<file path="config.mk">
export PLATFORM = sky130hd
export DESIGN_NAME = cla_multiword_sequencer
export DESIGN_NICKNAME = d
export VERILOG_FILES = /design/src/rtl/cla_seq_pkg.sv /design/src/rtl/CLA_16_bit_lookahead.sv /design/src/rtl/cla_multiword_sequencer.sv
export SDC_FILE = /design/constraint.sdc
export NUM_CORES = 1
export LEC_CHECK = 0
export CAP_MARGIN = 40
export CORE_ASPECT_RATIO = 2
export CORE_UTILIZATION = 45
export DETAILED_ROUTE_END_ITERATION = 8
export GPL_TIMING_DRIVEN = 0
export PLACE_DENSITY = 0.72
export SLEW_MARGIN = 20
export SYNTH_ARGS = -nofsm -noshare
export SYNTH_HDL_FRONTEND = slang
export SYNTH_SLANG_ARGS = --single-unit
</file>
<file path="constraint.sdc">
create_clock -name clk -period 2.92 [get_ports clk]
set_input_delay 0.584 -clock clk [delete_from_list [all_inputs] [get_ports clk]]
set_output_delay 0.584 -clock clk [all_outputs]
set_load 0.02 [all_outputs]
</file>
<file path="src/rtl/cla_seq_pkg.sv">
// Shared constants and types for the multi-word CLA sequencer.
package cla_seq_pkg;

  localparam int SLICE_W = 16;

  typedef enum logic [1:0] {
    S_IDLE = 2'd0,
    S_RUN  = 2'd1,
    S_DONE = 2'd2
  } state_t;

  // A one-slice configuration still needs a 1-bit index register.
  function automatic int idx_w(input int words);
    return (words > 1) ? $clog2(words) : 1;
  endfunction

endpackage

</file>
<file path="src/rtl/CLA_16_bit_lookahead.sv">
// 16-bit carry-lookahead adder: four 4-bit groups with a second-level
// lookahead unit generating the group carries.
module CLA_16_bit_lookahead (
  input  logic [15:0] a,
  input  logic [15:0] b,
  input  logic        cin,
  output logic [15:0] sum,
  output logic        cout
);

  logic [15:0] g;
  logic [15:0] p;
  logic [3:0]  gg;
  logic [3:0]  gp;
  logic [4:0]  gc;
  logic [15:0] c;

  assign g = a & b;
  assign p = a ^ b;

  always_comb begin
    for (int k = 0; k < 4; k++) begin
      gg[k] = g[4*k+3]
            | (p[4*k+3] & g[4*k+2])
            | (p[4*k+3] & p[4*k+2] & g[4*k+1])
            | (p[4*k+3] & p[4*k+2] & p[4*k+1] & g[4*k]);
      gp[k] = p[4*k+3] & p[4*k+2] & p[4*k+1] & p[4*k];
    end
  end

  // Group carries are flat sum-of-products of cin, so depth does not grow per group.
  assign gc[0] = cin;
  assign gc[1] = gg[0] | (gp[0] & cin);
  assign gc[2] = gg[1] | (gp[1] & gg[0]) | (gp[1] & gp[0] & cin);
  assign gc[3] = gg[2] | (gp[2] & gg[1]) | (gp[2] & gp[1] & gg[0])
               | (gp[2] & gp[1] & gp[0] & cin);
  assign gc[4] = gg[3] | (gp[3] & gg[2]) | (gp[3] & gp[2] & gg[1])
               | (gp[3] & gp[2] & gp[1] & gg[0])
               | (gp[3] & gp[2] & gp[1] & gp[0] & cin);

  always_comb begin
    for (int k = 0; k < 4; k++) begin
      c[4*k]   = gc[k];
      c[4*k+1] = g[4*k] | (p[4*k] & gc[k]);
      c[4*k+2] = g[4*k+1] | (p[4*k+1] & g[4*k]) | (p[4*k+1] & p[4*k] & gc[k]);
      c[4*k+3] = g[4*k+2] | (p[4*k+2] & g[4*k+1]) | (p[4*k+2] & p[4*k+1] & g[4*k])
               | (p[4*k+2] & p[4*k+1] & p[4*k] & gc[k]);
    end
  end

  assign sum  = p ^ c;
  assign cout = gc[4];

endmodule

</file>
<file path="src/rtl/cla_multiword_sequencer.sv">
// Wide add/subtract built by stepping one 16-bit CLA slice across the operand,
// least-significant slice first, with a registered inter-slice carry.
module cla_multiword_sequencer
  import cla_seq_pkg::*;
#(
  parameter int WORDS = 4
) (
  input  logic                       clk,
  input  logic                       rst,
  input  logic                       in_valid,
  output logic                       in_ready,
  input  logic [SLICE_W*WORDS-1:0]   a,
  input  logic [SLICE_W*WORDS-1:0]   b,
  input  logic                       cin,
  input  logic                       sub,
  output logic                       out_valid,
  input  logic                       out_ready,
  output logic [SLICE_W*WORDS-1:0]   sum,
  output logic                       cout,
  output logic                       ovf,
  output state_t                     dbg_state
);

  localparam int W     = SLICE_W * WORDS;
  localparam int IDX_W = idx_w(WORDS);
  localparam logic [IDX_W-1:0] LAST_IDX = IDX_W'(WORDS - 1);

  // Handshake: a transfer happens on a rising edge where valid and ready are
  // both high; in_ready/out_valid depend only on state, never on inputs.
  state_t           state;
  logic [W-1:0]     a_q;
  logic [W-1:0]     b_q;
  logic             carry_q;
  logic [IDX_W-1:0] idx_q;
  logic [W-1:0]     sum_q;
  logic             cout_q;
  logic             ovf_q;

  logic [SLICE_W-1:0] slice_sum;
  logic               slice_cout;

  CLA_16_bit_lookahead u_cla (
    .a    (a_q[SLICE_W-1:0]),
    .b    (b_q[SLICE_W-1:0]),
    .cin  (carry_q),
    .sum  (slice_sum),
    .cout (slice_cout)
  );

  always_ff @(posedge clk) begin
    if (rst) begin
      state   <= S_IDLE;
      a_q     <= '0;
      b_q     <= '0;
      carry_q <= 1'b0;
      idx_q   <= '0;
      sum_q   <= '0;
      cout_q  <= 1'b0;
      ovf_q   <= 1'b0;
    end else begin
      case (state)
        S_IDLE: begin
          if (in_valid) begin
            a_q     <= a;
            b_q     <= sub ? ~b : b;
            carry_q <= sub ? 1'b1 : cin;
            idx_q   <= '0;
            sum_q   <= '0;
            state   <= S_RUN;
          end
        end
        S_RUN: begin
          // Operands shift down so the active slice always sits in the low bits.
          sum_q[idx_q*SLICE_W +: SLICE_W] <= slice_sum;
          carry_q <= slice_cout;
          a_q     <= a_q >> SLICE_W;
          b_q     <= b_q >> SLICE_W;
          idx_q   <= idx_q + 1'b1;
          if (idx_q == LAST_IDX) begin
            cout_q <= slice_cout;
            ovf_q  <= (a_q[SLICE_W-1] == b_q[SLICE_W-1]) &&
                      (slice_sum[SLICE_W-1] != a_q[SLICE_W-1]);
            state  <= S_DONE;
          end
        end
        S_DONE: begin
          if (out_ready) state <= S_IDLE;
        end
        default: state <= S_IDLE;
      endcase
    end
  end

  assign in_ready  = (state == S_IDLE);
  assign out_valid = (state == S_DONE);
  assign sum       = sum_q;
  assign cout      = cout_q;
  assign ovf       = ovf_q;
  assign dbg_state = state;

endmodule

</file>
Yosys cells after proc, flatten, opt, wreduce, memory -nomap -nowiden
Cells that the tools add are included.

storage, ports and cells
  bits in registers = 199
  latch bits = 0
  bits in writable memories = 0
  memory bits (read-only) = 0
  bits of input ports = 134
  output and inout bits = 70
  logic and storage cells = 169
  memories = 0

cells by class
  $add $sub $neg = 2
  $mul = 0
  div/mod/pow operators = 0
  magnitude comparators = 0
  eq/ne operators = 8
  shift-type cells = 2
  multiplexer cells = 17
  bitwise gates (word level) = 126
  reduce and logical (&&, ||, !) cells = 6

operator list
  kind                                                                      number
  64-bit one-hot mux with 2 select lines                                    3
  64-bit two-way mux                                                        4
  1-bit AND                                                                 76
  64-bit bitwise mux                                                        1
  64-bit NOT                                                                1
  16-bit by 34-bit variable shift with 64-bit output, first input constant  1
  16-bit by 34-bit indexed part select with 64-bit output                   1
  1-bit OR                                                                  46
  6-bit negation with 34-bit output                                         1
  16-bit bitwise XOR                                                        2
  16-bit AND                                                                1
  2-bit two-way mux                                                         4
  2-bit one-hot mux with 3 select lines                                     1
  2-bit == test, second input constant                                      2
  2-bit != test, second input constant                                      2
  2-bit one-hot mux with 2 select lines                                     1
  2-bit AND reduction                                                       2
  3-bit AND reduction                                                       1
  2-bit by 1-bit adder with 2-bit output, second input constant             1
  2-bit by 1-bit == test with 1-bit output, second input constant           1
  2-bit logical NOT                                                         1
  1-bit two-way mux                                                         2
  2-bit by 1-bit != test with 1-bit output, second input constant           1
  1-bit one-hot mux with 2 select lines                                     1
  4 further kinds                                                           4

Depth between registers and ports, before layout
  word-level depth = 15
  gate-level depth with buffers = 11

Hierarchy
Synthesis repeated with hierarchy kept, for this count alone.

unflattened totals
  cells, all modules = 969
  area, all modules = 9260.1 sq um

modules (own cells, without submodules)
  module                   instances  cells each  area an instance (sq um)  sequential area each (sq um)
  cla_multiword_sequencer  1          869         8440.6                    3983.8
  CLA_16_bit_lookahead     1          100         819.5                     0.0

Worst setup path before layout
No wires, ideal clock.

  path kind = register to register
  start = register a_q[3]
  end = register sum_q[45] (netlist: sum[45])
  setup time = 0.128 ns
  arrival = 2.507 ns
  data required time = 2.792 ns
  setup slack = 0.285 ns
  cell stages (with the launch flop) = 12
  buffers on the path = 0
  period minus slack after synthesis = 2.635 ns
  cells stage by stage = dfxtp_1 > ha_1 > and2_1 > a221o_1 > o21ai_0 > nand3_1 > nand3_1 > nand2_1 > fa_1 > xor2_1 > a22oi_1 > nor2_1

on the way
  cells in the longest elaborated chain, start to end = 14
  elaborated cells between the ends (all ways) = 45
  classes of those cells = shift (1); mux (2); bitwise (42)

ends and longest elaborated chain
  element                                                    line                                                                                text
  from (decl)                                                cla_multiword_sequencer.sv:31                                                       logic [W-1:0] a_q;
  from (signal assigned)                                     cla_multiword_sequencer.sv:76                                                       a_q <= a_q >> SLICE_W;
  16-bit bitwise XOR                                         CLA_16_bit_lookahead.sv:19                                                          assign p = a ^ b;
  1-bit AND (on tied branches)                               --
  1-bit OR (tied with other cells)                           CLA_16_bit_lookahead.sv:24                                                          | (p[4*k+3] & g[4*k+2])
  1-bit OR or 1-bit AND (tied branches)                      CLA_16_bit_lookahead.sv:25, CLA_16_bit_lookahead.sv:26
  1-bit OR                                                   CLA_16_bit_lookahead.sv:26                                                          | (p[4*k+3] & p[4*k+2] & p[4*k+1] & g[4*k]);
  1-bit AND (on tied branches)                               CLA_16_bit_lookahead.sv:34, CLA_16_bit_lookahead.sv:35
  1-bit OR (on tied branches)                                CLA_16_bit_lookahead.sv:34, CLA_16_bit_lookahead.sv:35
  1-bit OR (on tied branches)                                CLA_16_bit_lookahead.sv:34, CLA_16_bit_lookahead.sv:36
  1-bit AND (on tied branches)                               CLA_16_bit_lookahead.sv:44, CLA_16_bit_lookahead.sv:45, CLA_16_bit_lookahead.sv:47
  1-bit OR (on tied branches)                                CLA_16_bit_lookahead.sv:44, CLA_16_bit_lookahead.sv:45, CLA_16_bit_lookahead.sv:47
  16-bit bitwise XOR *                                       CLA_16_bit_lookahead.sv:51                                                          assign sum = p ^ c;
  16-bit by 34-bit indexed part select with 64-bit output *  cla_multiword_sequencer.sv:74                                                       sum_q[idx_q*SLICE_W +: SLICE_W] <= slice_sum;
  64-bit bitwise mux *                                       cla_multiword_sequencer.sv:74
  64-bit one-hot mux with 2 select lines *                   cla_multiword_sequencer.sv:61                                                       case (state)
  to (signal, indexed assignment)                            cla_multiword_sequencer.sv:74
  to (decl)                                                  cla_multiword_sequencer.sv:35                                                       logic [W-1:0] sum_q;

Every way passes the cells marked *; elsewhere a longest branch is shown, timed or not.
A chain may end at the register's enable or synchronous reset.

Worst setup path after layout
  start = register state[1] (netlist: dbg_state[1])
  end = output port out_valid

on the way
  cells in the longest elaborated chain, start to end = 1

ends and longest elaborated chain
  element                 line                           text
  from (decl)             cla_multiword_sequencer.sv:30  state_t state;
  from (signal assigned)  cla_multiword_sequencer.sv:52  state <= S_IDLE;
  from (signal assigned)  cla_multiword_sequencer.sv:69  state <= S_RUN;
  from (signal assigned)  cla_multiword_sequencer.sv:83  state <= S_DONE;
  2-bit == test           cla_multiword_sequencer.sv:95  assign out_valid = (state == S_DONE);
  to (decl)               cla_multiword_sequencer.sv:16  output logic out_valid,

No other way between the ends.

==> results.cfg <==
[yosys]
synth_top_cell_by_area = dfxtp_1
netlist_area_um2 = 9420
synth_warnings = 0
synth-edff-count = 0
async_flop_share_pct = 0
ys_seq_area_share_pct = 42.3
synth_cell_types = 45
synth_top_area_share_pct = 42.3
syn_inst = 1124
postSynthAreaPerCell_um2 = 8.38
synth-seq-cells = 199
synth_nets = 1282
synthFlopType = dfxtp_1
ys_top_cells_by_area = dfxtp_1 (42%), nor2_1 (11%), a21oi_1 (6.1%)

[placement]
port_buffers = 200
gp_congestion = 0.896
dp_hpwl_um = 24300

[grt]
first_global_vias = 8992
grtUsageMet3_pct = 2.86
grt_pass1_wl_um = 49000
global_route.usage.met1_pct = 31.1
grt_use_met2_pct = 54.7
grt_start_max_net_pins = 19
grt.busiest_layer = met2
grt_overflow = 0
antenna_found_initial = 0
grt_usage_pct = 29.4

[clocking]
clock_sink_count = 199
h-tree-depth = 4
cts_root_buffer = clkbuf_16
cts-buffers-inserted = 17
clkLatencyLatePin_ns = 0.45
clk_path_buf_depth = 2
clk_pin_slew_ns = 0.08
cts_tree = done

[setup_path]
cp_cell_sequence = clkbuf_2, nor2b_1, clkdlybuf4s50_1
cpPeakStageDelay_ns = 0.64
crit_path_top_delay_cell = clkdlybuf4s50_1
critPathMaxFanout = 10
cp.required_ns = 2.34
cp-start-kind = flip-flop
arrival_ns = 2.19
timing_worst_setup_path_type = reg2out
end_kind = output port

[sta]
fmax_mhz = 361
hold_viol_final = 0
worst_slew_pin_slew_ns = 0.743
setup_violations = 0
period_share_pct = 94.9
rsz0062_at_grt = false
finalMaxSlewViolations = 0
relSlewSlack_pct = 50.0
period_needed_ns = 2.77
fin_hold_ws_ns = 0.488
skew_ns = 0.0148

[drt]
drt_iter0_drc = 750
wl_um = 31400
drtPass1Iterations = 6
detail-route-antenna-nets = 0
wl_per_cell_um = 19.3
viasPerCell = 5.74
via_count = 9318
drc = 0

[cells_and_area]
area_delta_synth_final_pct = 31.4
layout_commonest_cell = nor2_1
final_cell_mix = nor2_1 (270), clkdlybuf4s50_1 (200), dfxtp_1 (197), a21oi_1 (115), clkbuf_1 (83)
final_util_pct = 60.5
drive_above_1_share_pct = 5.67
nNetsFinal = 1502
diodes = 0

[floorplan]
die_x_um = 104
die_area_um2 = 21500
rows = 74
coreArea_um2 = 20500
fp.dieH_um = 207
initial_core_util_pct = 46.0
io_pins = 204

[power]
p_sw_w = 0.00204
p_leak_nw = 4.75
internal_power_w = 0.00463
clockPowerShare_pct = 34.7
p_sw_share_pct = 30.6
irDropWorstVdd_mv = 0.331
p_seq_share_pct = 45.4
p_comb_share_pct = 19.9
p_per_area_nw_per_um2 = 539

[run_status]
outcome = complete, no violations

[hold_path]
hold_class = reg2reg

[flow_run]
cap_viol_max_count = 0
[through the flow]
stage	setup TNS, ns	power, W	area, µm²	setup slack, ns	std cells
2_1_floorplan	0	0.00383	9420	0.285	1124
3_3_place_gp	-2.58	0.00436	11800	-0.452	1590
3_5_place_dp	-2.63	0.00438	11800	-0.455	1590
4_1_cts	0	0.00665	12300	0.0360	1623
5_1_grt	0	0.00691	12400	0.0165	1623
6_report	0	0.00667	12400	0.148	1623
[power groups by stage]
stage                     logic, W  clock network, W  registers (W)
after detailed placement   0.00130                 0        0.00308
after CTS                  0.00131           0.00231        0.00302
after floorplan           0.000794                 0        0.00304
after global routing       0.00145           0.00242        0.00304
final                      0.00133           0.00231        0.00303
after global placement     0.00128                 0        0.00308
[worst max-delay path: cells and delay by family, from the launching register on]
| kind | cells | cell delay, ns |
|---|---|---|
| flops | 1 | 0.48 |
| simple gates | 1 | 0.25 |
| buf+inv | 2 | 1.00 |
[registers in the layout, summed over array words and instances (netlist names)]
signal,cells
a_q,64
b_q,64
carry_q,1
cout,1
dbg_state,2
idx_q,2
ovf,1
sum,64
[layer usage]
layer	wire [µm]	share of wire, %	vias to the layer above
li1	-	-	4430
met4	2000	6.4	0
met2	16500	53	385
met5	0	0	-
met1	11600	37	4402
met3	1280	4.1	101
[layout make-up]
| class | count | area (µm²) |
|---|---|---|
| clock inverters | 12 | 110 |
| fillers | 1870 | 8090 |
| plain buffers | 98 | 373 |
| well taps | 266 | 333 |
| inverters | 39 | 146 |
| flip-flops and latches | 199 | 3990 |
| clock buffers | 20 | 457 |
| multi-input cells | 788 | 4950 |
| repair buffers | 201 | 2010 |
[cells by family after synthesis]
family	Yosys count	synth area share, %
simple gates	359	16.6
compound gates	333	25.3
flops	199	42.3
buf+inv	137	5.50
xor+xnor	72	6.70
fa+ha+maj	24	3.51
[path summary, 6_finish.rpt]
path                                           startpoint                    to  slack [ns]  depth (start not counted)
worst max-delay path            dbg_state[1]$_SDFFE_PP0P_             out_valid        0.15                          3
worst min-delay path                 sum[43]$_SDFFE_PP0P_  sum[43]$_SDFFE_PP0P_        0.49                          2
worst max register to register        a_q[3]$_SDFFE_PP0P_  sum[41]$_SDFFE_PP0P_        0.16                         10
worst min register to register       sum[43]$_SDFFE_PP0P_  sum[43]$_SDFFE_PP0P_        0.49                          2
[synthesized netlist by cell type (2+ instances only)]
cell type,instances
xor2_1,45
nand3b_1,22
buf_1,12
a32oi_1,4
and2_1,2
and3_1,5
buf_2,3
a2111oi_0,16
nand3_1,3
fa_1,4
a21o_1,6
o21ai_0,22
ha_1,20
nand2b_1,9
nand4_1,2
a211oi_1,25
nor3_1,2
nand2_1,13
nor2_1,270
o21ai_1,4
nor3b_1,2
a222oi_1,25
xnor2_1,27
nor4_1,4
nor2b_1,22
a21oi_1,115
a22oi_1,73
clkbuf_1,83
inv_1,39
dfxtp_1,199
o221a_2,32
[repair_timing]
action                     4_1_cts  5_1_grt
setup endpoints to repair        9       16
hold buffers                     0        0
gates resized for setup          5        5
pin swaps                        1        1
setup buffers                    1        0
No activity file was read; power rests on OpenSTA's default activity.
